**config.mk**
```make
export PLATFORM = sky130hd
export DESIGN_NAME = axis_frame_gen_flat
export DESIGN_NICKNAME = d
export VERILOG_FILES = /design/src/rtl/axis_frame_gen_if.sv /design/src/rtl/axis_frame_gen.sv /design/src/flat_wrapper.sv
export SDC_FILE = /design/constraint.sdc
export NUM_CORES = 1
export LEC_CHECK = 0
export BUFFER_PORTS_ARGS = -buffer_cell sky130_fd_sc_hd__buf_2
export CORE_MARGIN = 2
export CORE_UTILIZATION = 35
export CTS_BUF_LIST = sky130_fd_sc_hd__clkbuf_2 sky130_fd_sc_hd__clkbuf_4 sky130_fd_sc_hd__clkbuf_8
export CTS_CLUSTER_SIZE = 30
export DETAILED_ROUTE_END_ITERATION = 12
export GPL_TIMING_DRIVEN = 0
export PLACE_DENSITY = 0.57
export RECOVER_POWER = 25
export SLEW_MARGIN = 10
export SYNTH_ARGS = -nofsm -noshare
export SYNTH_HDL_FRONTEND = slang
export SYNTH_SLANG_ARGS = --single-unit
```
**constraint.sdc**
```tcl
create_clock -name aclk -period 5.2 [get_ports aclk]
set_input_delay 1.04 -clock aclk [delete_from_list [all_inputs] [get_ports aclk]]
set_output_delay 1.04 -clock aclk [all_outputs]
set_load 0.02 [all_outputs]
```
**src/rtl/axis_frame_gen_if.sv**
```systemverilog
// AXI4-Stream bundle used by axis_frame_gen.
// Signals: tvalid, tready, tdata, tstrb, tlast.
// master drives valid/data/strb/last and samples ready; slave is the mirror.
// The instantiating module must set DATA_WIDTH to the generator's
// C_M00_AXIS_TDATA_WIDTH.
interface axis_frame_gen_if #(
  parameter int DATA_WIDTH = 32
);
  logic                    tvalid;
  logic                    tready;
  logic [DATA_WIDTH-1:0]   tdata;
  logic [DATA_WIDTH/8-1:0] tstrb;
  logic                    tlast;

  modport master (output tvalid, tdata, tstrb, tlast, input tready);
  modport slave  (input tvalid, tdata, tstrb, tlast, output tready);
endinterface

```
**src/rtl/axis_frame_gen.sv**
```systemverilog
// axis_frame_gen: AXI4-Stream master producing framed incrementing-count traffic.
// Ports:
//   aclk, areset      clock, synchronous active-high reset
//   i_start           run request (only looked at in IDLE)
//   i_stop            graceful stop, honoured at the next frame boundary
//   i_frame_len       words per frame
//   i_num_frames      frames per run
//   i_gap_cycles      idle cycles between frames
//   i_start_value     tdata of the first word of a run
//   o_busy            run in progress
//   o_done            one-cycle pulse at end of run
//   o_frames_sent     frames fully accepted in the current/last run
//   m00_axis          stream master port (all outputs registered)
//
// state  | meaning
// IDLE   | waiting for start
// SEND   | presenting beats of the current frame
// GAP    | tvalid low between frames
// FINISH | one-cycle done pulse, then back to IDLE
module axis_frame_gen #(
  parameter int C_M00_AXIS_TDATA_WIDTH = 32,
  parameter int FRAME_LEN_WIDTH        = 16,
  parameter int GAP_WIDTH              = 8
) (
  input  logic                              aclk,
  input  logic                              areset,
  input  logic                              i_start,
  input  logic                              i_stop,
  input  logic [FRAME_LEN_WIDTH-1:0]        i_frame_len,
  input  logic [15:0]                       i_num_frames,
  input  logic [GAP_WIDTH-1:0]              i_gap_cycles,
  input  logic [C_M00_AXIS_TDATA_WIDTH-1:0] i_start_value,
  output logic                              o_busy,
  output logic                              o_done,
  output logic [15:0]                       o_frames_sent,
  axis_frame_gen_if.master                  m00_axis
);

  localparam int DW = C_M00_AXIS_TDATA_WIDTH;
  localparam int LW = FRAME_LEN_WIDTH;
  localparam int GW = GAP_WIDTH;

  typedef enum logic [1:0] {S_IDLE, S_SEND, S_GAP, S_FINISH} state_t;

  state_t          r_state,   w_state_nxt;
  logic [LW-1:0]   r_len,     w_len_nxt;
  logic [15:0]     r_num,     w_num_nxt;
  logic [GW-1:0]   r_gap,     w_gap_nxt;
  logic [GW-1:0]   r_gap_cnt, w_gap_cnt_nxt;
  logic [LW-1:0]   r_beat,    w_beat_nxt;
  logic [DW-1:0]   r_tdata,   w_tdata_nxt;
  logic            r_tvalid,  w_tvalid_nxt;
  logic            r_tlast,   w_tlast_nxt;
  logic            r_busy,    w_busy_nxt;
  logic            r_done,    w_done_nxt;
  logic [15:0]     r_frames,  w_frames_nxt;
  logic            r_stop,    w_stop_nxt;

  logic            w_accept;
  logic [LW-1:0]   w_len_m1;

  assign w_accept = r_tvalid & m00_axis.tready;
  assign w_len_m1 = r_len - LW'(1);

  always_comb begin
    w_state_nxt   = r_state;
    w_len_nxt     = r_len;
    w_num_nxt     = r_num;
    w_gap_nxt     = r_gap;
    w_gap_cnt_nxt = r_gap_cnt;
    w_beat_nxt    = r_beat;
    w_tdata_nxt   = r_tdata;
    w_tvalid_nxt  = r_tvalid;
    w_tlast_nxt   = r_tlast;
    w_busy_nxt    = r_busy;
    w_done_nxt    = 1'b0;
    w_frames_nxt  = r_frames;
    w_stop_nxt    = r_stop;

    case (r_state)
      S_IDLE: begin
        if (i_start) begin
          w_frames_nxt = '0;
          if (i_frame_len != '0 && i_num_frames != '0) begin
            w_len_nxt    = i_frame_len;
            w_num_nxt    = i_num_frames;
            w_gap_nxt    = i_gap_cycles;
            w_tdata_nxt  = i_start_value;
            w_tvalid_nxt = 1'b1;
            w_tlast_nxt  = (i_frame_len == LW'(1));
            w_beat_nxt   = '0;
            w_busy_nxt   = 1'b1;
            w_state_nxt  = S_SEND;
          end else begin
            w_done_nxt   = 1'b1;
            w_state_nxt  = S_FINISH;
          end
        end
      end

      S_SEND: begin
        w_stop_nxt = r_stop | i_stop;
        if (w_accept) begin
          w_tdata_nxt = r_tdata + DW'(1);
          if (r_tlast) begin
            w_frames_nxt = r_frames + 16'd1;
            w_beat_nxt   = '0;
            if (w_frames_nxt == r_num || w_stop_nxt) begin
              w_tvalid_nxt = 1'b0;
              w_tlast_nxt  = 1'b0;
              w_busy_nxt   = 1'b0;
              w_done_nxt   = 1'b1;
              w_state_nxt  = S_FINISH;
            end else if (r_gap != '0) begin
              w_tvalid_nxt  = 1'b0;
              w_tlast_nxt   = 1'b0;
              // the edge entering GAP is the first of the gap_cycles low cycles
              w_gap_cnt_nxt = r_gap - GW'(1);
              w_state_nxt   = S_GAP;
            end else begin
              w_tlast_nxt = (r_len == LW'(1));
            end
          end else begin
            w_beat_nxt  = r_beat + LW'(1);
            w_tlast_nxt = ((r_beat + LW'(1)) == w_len_m1);
          end
        end
      end

      S_GAP: begin
        if (r_stop | i_stop) begin
          w_busy_nxt  = 1'b0;
          w_done_nxt  = 1'b1;
          w_state_nxt = S_FINISH;
        end else if (r_gap_cnt == '0) begin
          w_tvalid_nxt = 1'b1;
          w_tlast_nxt  = (r_len == LW'(1));
          w_state_nxt  = S_SEND;
        end else begin
          w_gap_cnt_nxt = r_gap_cnt - GW'(1);
        end
      end

      S_FINISH: begin
        w_stop_nxt  = 1'b0;
        w_state_nxt = S_IDLE;
      end

      default: w_state_nxt = S_IDLE;
    endcase
  end

  always_ff @(posedge aclk) begin
    if (areset) begin
      r_state   <= S_IDLE;
      r_len     <= '0;
      r_num     <= '0;
      r_gap     <= '0;
      r_gap_cnt <= '0;
      r_beat    <= '0;
      r_tdata   <= '0;
      r_tvalid  <= 1'b0;
      r_tlast   <= 1'b0;
      r_busy    <= 1'b0;
      r_done    <= 1'b0;
      r_frames  <= '0;
      r_stop    <= 1'b0;
    end else begin
      r_state   <= w_state_nxt;
      r_len     <= w_len_nxt;
      r_num     <= w_num_nxt;
      r_gap     <= w_gap_nxt;
      r_gap_cnt <= w_gap_cnt_nxt;
      r_beat    <= w_beat_nxt;
      r_tdata   <= w_tdata_nxt;
      r_tvalid  <= w_tvalid_nxt;
      r_tlast   <= w_tlast_nxt;
      r_busy    <= w_busy_nxt;
      r_done    <= w_done_nxt;
      r_frames  <= w_frames_nxt;
      r_stop    <= w_stop_nxt;
    end
  end

  assign m00_axis.tvalid = r_tvalid;
  assign m00_axis.tdata  = r_tdata;
  assign m00_axis.tlast  = r_tlast;
  assign m00_axis.tstrb  = '1;
  assign o_busy          = r_busy;
  assign o_done          = r_done;
  assign o_frames_sent   = r_frames;

endmodule

```
**src/flat_wrapper.sv**
```systemverilog
// flat-port wrapper written by rule: the top's interface ports become plain ports
module axis_frame_gen_flat 
#(
  parameter int C_M00_AXIS_TDATA_WIDTH = 32,
  parameter int FRAME_LEN_WIDTH        = 16,
  parameter int GAP_WIDTH              = 8
)
  (aclk, areset, i_start, i_stop, i_frame_len, i_num_frames, i_gap_cycles, i_start_value, o_busy, o_done, o_frames_sent, m00_axis_tvalid, m00_axis_tdata, m00_axis_tstrb, m00_axis_tlast, m00_axis_tready);
  axis_frame_gen_if #(.DATA_WIDTH((32))) m00_axis_i ();
  input  logic aclk;
  input  logic areset;
  input  logic i_start;
  input  logic i_stop;
  input  logic [FRAME_LEN_WIDTH-1:0] i_frame_len;
  input  logic [15:0] i_num_frames;
  input  logic [GAP_WIDTH-1:0] i_gap_cycles;
  input  logic [C_M00_AXIS_TDATA_WIDTH-1:0] i_start_value;
  output logic o_busy;
  output logic o_done;
  output logic [15:0] o_frames_sent;
  output wire logic [$bits(m00_axis_i.tvalid)-1:0] m00_axis_tvalid;
  output wire logic [$bits(m00_axis_i.tdata)-1:0] m00_axis_tdata;
  output wire logic [$bits(m00_axis_i.tstrb)-1:0] m00_axis_tstrb;
  output wire logic [$bits(m00_axis_i.tlast)-1:0] m00_axis_tlast;
  input wire logic [$bits(m00_axis_i.tready)-1:0] m00_axis_tready;
  assign m00_axis_tvalid = m00_axis_i.tvalid;
  assign m00_axis_tdata = m00_axis_i.tdata;
  assign m00_axis_tstrb = m00_axis_i.tstrb;
  assign m00_axis_tlast = m00_axis_i.tlast;
  assign m00_axis_i.tready = m00_axis_tready;
  axis_frame_gen #(.C_M00_AXIS_TDATA_WIDTH(C_M00_AXIS_TDATA_WIDTH), .FRAME_LEN_WIDTH(FRAME_LEN_WIDTH), .GAP_WIDTH(GAP_WIDTH)) u_core (.aclk(aclk), .areset(areset), .i_start(i_start), .i_stop(i_stop), .i_frame_len(i_frame_len), .i_num_frames(i_num_frames), .i_gap_cycles(i_gap_cycles), .i_start_value(i_start_value), .o_busy(o_busy), .o_done(o_done), .o_frames_sent(o_frames_sent), .m00_axis(m00_axis_i));
endmodule
```
## After elaboration in Yosys (flattened, before gate mapping)

Cells that the tools add are included.

| word-level totals | value |
|---|---|
| register bits after elaboration | 119 |
| input bits | 77 |
| output and inout port bits | 56 |
| logic and storage cells | 120 |

| operators by class | value |
|---|---|
| reductions and logical operators | 19 |
| add/subtract/negate cells | 6 |
| bitwise gates (word level) | 2 |
| equality and inequality tests | 20 |
| muxes and demuxes | 60 |

Operators by type and width:

| cell | count |
|---|---|
| 16-bit 2-to-1 mux | 7 |
| 32-bit 2-to-1 mux | 3 |
| 16-bit case mux with 2 select lines | 2 |
| 32-bit case mux with 2 select lines | 1 |
| 8-bit 2-to-1 mux | 6 |
| 16-bit by 1-bit adder with 16-bit output (second input constant) | 2 |
| 32-bit by 1-bit adder with 32-bit output (second input constant) | 1 |
| 16-bit by 1-bit equality test with 1-bit output (second input constant) | 2 |
| 16-bit equality test | 2 |
| 16-bit nonzero test | 2 |
| 1-bit 2-to-1 mux | 26 |
| 2-bit 2-to-1 mux | 8 |
| 8-bit case mux with 2 select lines | 1 |
| 16-bit by 1-bit subtractor with 16-bit output (second input constant) | 1 |
| 8-bit by 1-bit subtractor with 8-bit output (second input constant) | 2 |
| 2-bit by 1-bit inequality test with 1-bit output (second input constant) | 7 |
| 7-bit AND reduction | 2 |
| 1-bit case mux with 3 select lines | 4 |
| 8-bit zero test | 1 |
| 2-bit inequality test (second input constant) | 4 |
| 2-bit case mux with 4 select lines | 1 |
| 4-bit AND reduction | 2 |
| 8-bit AND reduction | 1 |
| 8-bit nonzero test | 1 |
| other kinds (14) | 18 |

## Depth between registers and ports, before layout

| logic depth | value |
|---|---|
| word-level depth | 7 |
| mapped depth | 12 |
| gate-level depth less buffers | 11 |

## Least setup slack after synthesis

OpenSTA, ideal clock, no wires.

| timing path | value |
|---|---|
| path type | flip-flop to flip-flop |
| start point | register u_core.r_frames[0] (netlist: u_core.o_frames_sent[0]) |
| end point | register u_core.r_gap_cnt[2] |
| library setup time | 0.134 ns |
| required time | 5.066 ns |
| buffers on the path | 1 |
| slack | 2.393 ns |
| cell stages (with the launch flop) | 12 |
| data arrival time | 2.673 ns |
| period minus slack after synthesis | 2.807 ns |
| path through | dfxtp_1 -> ha_1 -> and3_4 -> nand2_4 -> or3_4 -> a2111oi_4 -> nand4_1 -> o221a_2 -> buf_2 -> o211ai_2 -> o21a_1 -> o22ai_1 |

| on the way | value |
|---|---|
| longest elaborated chain between the ends | 5 |

RTL lines:

| what | RTL line | text |
|---|---|---|
| start, declared | axis_frame_gen.sv:56 | `logic [15:0] r_frames, w_frames_nxt;` |
| start signal, assigned | axis_frame_gen.sv:180 | `r_frames <= w_frames_nxt;` |
| 16-bit by 1-bit adder with 16-bit output | axis_frame_gen.sv:106 | `w_frames_nxt = r_frames + 16'd1;` |
| 16-bit equality test | axis_frame_gen.sv:108 | `if (w_frames_nxt == r_num \|\| w_stop_nxt) begin` |
| 1-bit logical OR | axis_frame_gen.sv:108 |  |
| 2-bit inequality test (no source line) | n/a |  |
| 7-bit AND reduction (no source line) | n/a |  |
| end signal, assigned | axis_frame_gen.sv:173 | `r_gap_cnt <= w_gap_cnt_nxt;` |
| end, declared | axis_frame_gen.sv:49 | `logic [GW-1:0] r_gap_cnt, w_gap_cnt_nxt;` |

No other way between the ends.
A chain may end at the register's enable or synchronous reset.

## Worst setup path in the final report

| timing path | value |
|---|---|
| start point | register u_core.r_frames[0] (netlist: u_core.o_frames_sent[0]) |
| end point | register u_core.r_done (netlist: u_core.o_done) |

| on the way | value |
|---|---|
| longest elaborated chain between the ends | 7 |

RTL lines:

| what | RTL line | text |
|---|---|---|
| 16-bit by 1-bit adder with 16-bit output | axis_frame_gen.sv:106 |  |
| 16-bit equality test | axis_frame_gen.sv:108 |  |
| 1-bit logical OR | axis_frame_gen.sv:108 |  |
| 1-bit 2-to-1 mux | axis_frame_gen.sv:108 |  |
| 1-bit 2-to-1 mux | axis_frame_gen.sv:105 | `if (r_tlast) begin` |
| 1-bit 2-to-1 mux | axis_frame_gen.sv:103 | `if (w_accept) begin` |
| 1-bit case mux with 3 select lines | axis_frame_gen.sv:80 | `case (r_state)` |
| end signal, assigned | axis_frame_gen.sv:179 | `r_done <= w_done_nxt;` |
| end, declared | axis_frame_gen.sv:55 | `logic r_done, w_done_nxt;` |

No other way between the ends.

==> results_dict.tcl <==
set metrics [dict create \
    synth_cell_types 77 \
    row_count 52 \
    finalSetupViolations 0 \
    hold_ws_ps 476 \
    netlist_instances 990 \
    end_kind "flip-flop" \
    portBuffers 128 \
    drtIter0Drc 469 \
    max-cap-violations 0 \
    cts_root_buf "clkbuf_8" \
    viasPerCell 5.38 \
    synthFlopType "dfxtp_1" \
    grt_overflow 0 \
    layout.cells.non_filler 1424 \
    period_needed_ps 3450 \
    fill_cells 2179 \
    cpPeakStageDelay_ps 520 \
    final_util_pct 42.6 \
    routed_wl_um 24000 \
    ys_top_cells_by_count "nand2_1 (175), dfxtp_1 (119), nor2_1 (98)" \
    crit_path_max_fanout 9 \
    ant_nets 0 \
    dp.final_hpwl_um 18100 \
    synth_area_leader_cell "dfxtp_1" \
    start_kind "flip-flop" \
    hold_viol 0 \
    reg2reg_depth 10 \
    ioPinCount 133 \
    power_density_mw_per_mm2 521 \
    dp.cells 1391 \
    cts_tree "done" \
    die-area_mm2 0.0221 \
    peakVddDrop_v 0.000247 \
    synth.avg_cell_area_um2 7.38 \
    ctsResizeCount 0 \
    cts.sinks 119 \
    min_from "u_core.r_num[15]$_SDFFE_PP0P_" \
    regToRegStartpoint "u_core.o_frames_sent[0]$_SDFFE_PP0P_" \
    outcome "completed" \
    reg2reg_to "u_core.o_done$_SDFF_PP0_" \
    crit_slowest_cell "dfxtp_1" \
    fmax_mhz 290 \
    die_y_um 149 \
    holdPathStages 2 \
    finalSetupTns_ps 0 \
    cts.clk_slew.worst_paths_ps 70 \
    antenna_found_initial 1 \
    cts_made_buffers 17 \
    route.detailed.wl_per_inst_um 16.8 \
    power_leakage_nw 3.22 \
    grt_pass1_wl_um 38200 \
    ys_seq_elements 119 \
    drc 0 \
    yosys.area.top_type_share_pct 32.6 \
    gp_congestion 0.853 \
    holdBufCountCts 0 \
    synth_edf_count 0 \
    cp_data_arrival_time_ps 3790 \
    chipWidth_um 149 \
    min_path_type "reg -> reg" \
    path_cells "ha_1 -> nand3_1 -> or3_1 -> a31o_2 -> o2bb2ai_1 -> nand3_2 -> o21ai_4 -> nand2_1 -> or2_1 -> a211oi_2" \
    drtPass1Iterations 5 \
    tightest_slew_ps 1100 \
    ys_warn_count 0 \
    hold_end "u_core.r_num[15]$_SDFFE_PP0P_" \
    synthArstFlopShare_pct 0 \
    htreeDepth 4 \
    syn_area_mm2 0.00731 \
    period_share_pct 66.3 \
    finalNetCount 1227 \
    r2r_slack_ps 1750 \
    grt_max_degree 17 \
    areaGrowthSynthToFinish_pct 18.8 \
    worstSetupPathType "reg -> reg" \
    grt_usage_pct 21.9 \
    grt_pass1_vias 7317 \
    finalClockSkew_ps 17.0 \
    maxSlewHeadroom_pct 26.2 \
    required_ps 5540 \
    coreArea_mm2 0.0204 \
    synth_area_leaders "dfxtp_1 (33%), nand2_1 (9.0%), a21oi_1 (6.4%)" \
    yosysSeqAreaShare_pct 32.6 \
    vias 7667 \
    clkLatencyLatePin_ps 450 \
    rsz0062_at_grt "no" \
    post-cts-setup-buffer-count 0 \
    start_util_pct 35.9 \
    synth_most_common_cell "nand2_1" \
    drv_slew 0 \
    clockBufferDepth 2 \
    drive_gt1_share_pct 13.7 \
]
## placed cells by master (no fill, tap or decap), types with 8 or more instances in the layout
cell type,instances
clkbuf_8,18
nor3_1,30
clkbuf_1,91
xor2_1,20
a22oi_1,22
a21oi_1,94
xnor2_1,39
nor3b_1,8
and2_1,9
nor2_1,98
or3_1,9
nand2_1,175
nor4_1,18
nand3_1,32
a211oi_1,12
a31oi_1,8
inv_1,13
buf_2,92
a21o_1,12
mux2i_1,11
nand4_1,16
o21ai_0,56
o31ai_1,11
dfxtp_1,119
ha_1,10
## state kept, by name, summed over array words and instances (netlist names), 2 cells and up
| signal | cells |
|---|---|
| u_core.m00_axis.tdata | 32 |
| u_core.o_frames_sent | 16 |
| u_core.r_beat | 16 |
| u_core.r_gap | 8 |
| u_core.r_gap_cnt | 8 |
| u_core.r_len | 16 |
| u_core.r_num | 16 |
| u_core.r_state | 2 |
## power breakdown
| part | leakage, nW | switching [W] | total (W) | internal, W |
|---|---|---|---|---|
| Clock | 0.211 | 0.000396 | 0.000932 | 0.000537 |
| Sequential | 0.972 | 0.000235 | 0.00134 | 0.00111 |
| Combinational | 2.04 | 0.00150 | 0.00225 | 0.000757 |
| Total | 3.22 | 0.00213 | 0.00453 | 0.00240 |
## logic make-up after synthesis
family / count (synthesis) / share of synthesized area (%)
buffers and inverters: 79 / 4.62
multiplexers: 11 / 1.51
AO/OA/AOI/OAI: 264 / 23.1
flip-flops: 119 / 32.6
XOR/XNOR: 59 / 7.07
AND/OR/NAND/NOR: 447 / 29.3
adder cells (fa/ha/maj): 10 / 1.71
other: 1 / 0.0513
## critical path, delay by kind of cell (launching register included)
family          cells  cell delay (ps)
flops               1              520
compound gates      4             1130
fa+ha+maj           1              360
simple gates        5             1340
## metrics by stage
stage / cell area [um^2] / total power [W] / setup WS (ps)
floorplan: 7320 / 0.00291 / 2390
global placement: 8300 / 0.00360 / 1620
detailed placement: 8300 / 0.00361 / 1630
CTS: 8730 / 0.00455 / 1810
global route: 8680 / 0.00487 / 1650
finish: 8680 / 0.00453 / 1750
## metal layers
metal / part of all wire, % / vias to the layer above / global-route usage (%)
li1: - / 3838 / -
met1: 47 / 3584 / 29.2
met2: 46 / 213 / 35.9
met3: 5.3 / 32 / 4.17
met4: 2.1 / 0 / 6.81
met5: 0 / - / 0
## cell type report
type | instances | area (um^2) | share of cell area (%)
Multi-Input combinational cell | 795 | 4600 | 53.0
Sequential cell | 119 | 2380 | 27.4
Timing Repair Buffer | 128 | 588 | 6.77
Tap cell | 270 | 338 | 3.89
Buffer | 64 | 282 | 3.24
Clock buffer | 19 | 255 | 2.94
Clock inverter | 13 | 179 | 2.06
Inverter | 15 | 56.3 | 0.648
Antenna cell | 1 | 2.50 | 0.0288
## how the worst max path moves through the flow
stage,startpoint,end,slack [ps],cells past startpoint
final,u_core.o_frames_sent[0]$_SDFFE_PP0P_,u_core.o_done$_SDFF_PP0_,1750,10
after global routing,u_core.o_frames_sent[0]$_SDFFE_PP0P_,u_core.o_done$_SDFF_PP0_,1650,10
after CTS,u_core.o_frames_sent[0]$_SDFFE_PP0P_,u_core.o_done$_SDFF_PP0_,1810,10
after detailed placement,i_start,u_core.o_frames_sent[11]$_SDFFE_PP0P_,1630,9
after global placement,i_start,u_core.o_frames_sent[11]$_SDFFE_PP0P_,1620,9
after floorplan,u_core.o_frames_sent[0]$_SDFFE_PP0P_,u_core.r_gap_cnt[2]$_SDFFE_PP0P_,2390,11
No activity file was read; power rests on OpenSTA's default activity.
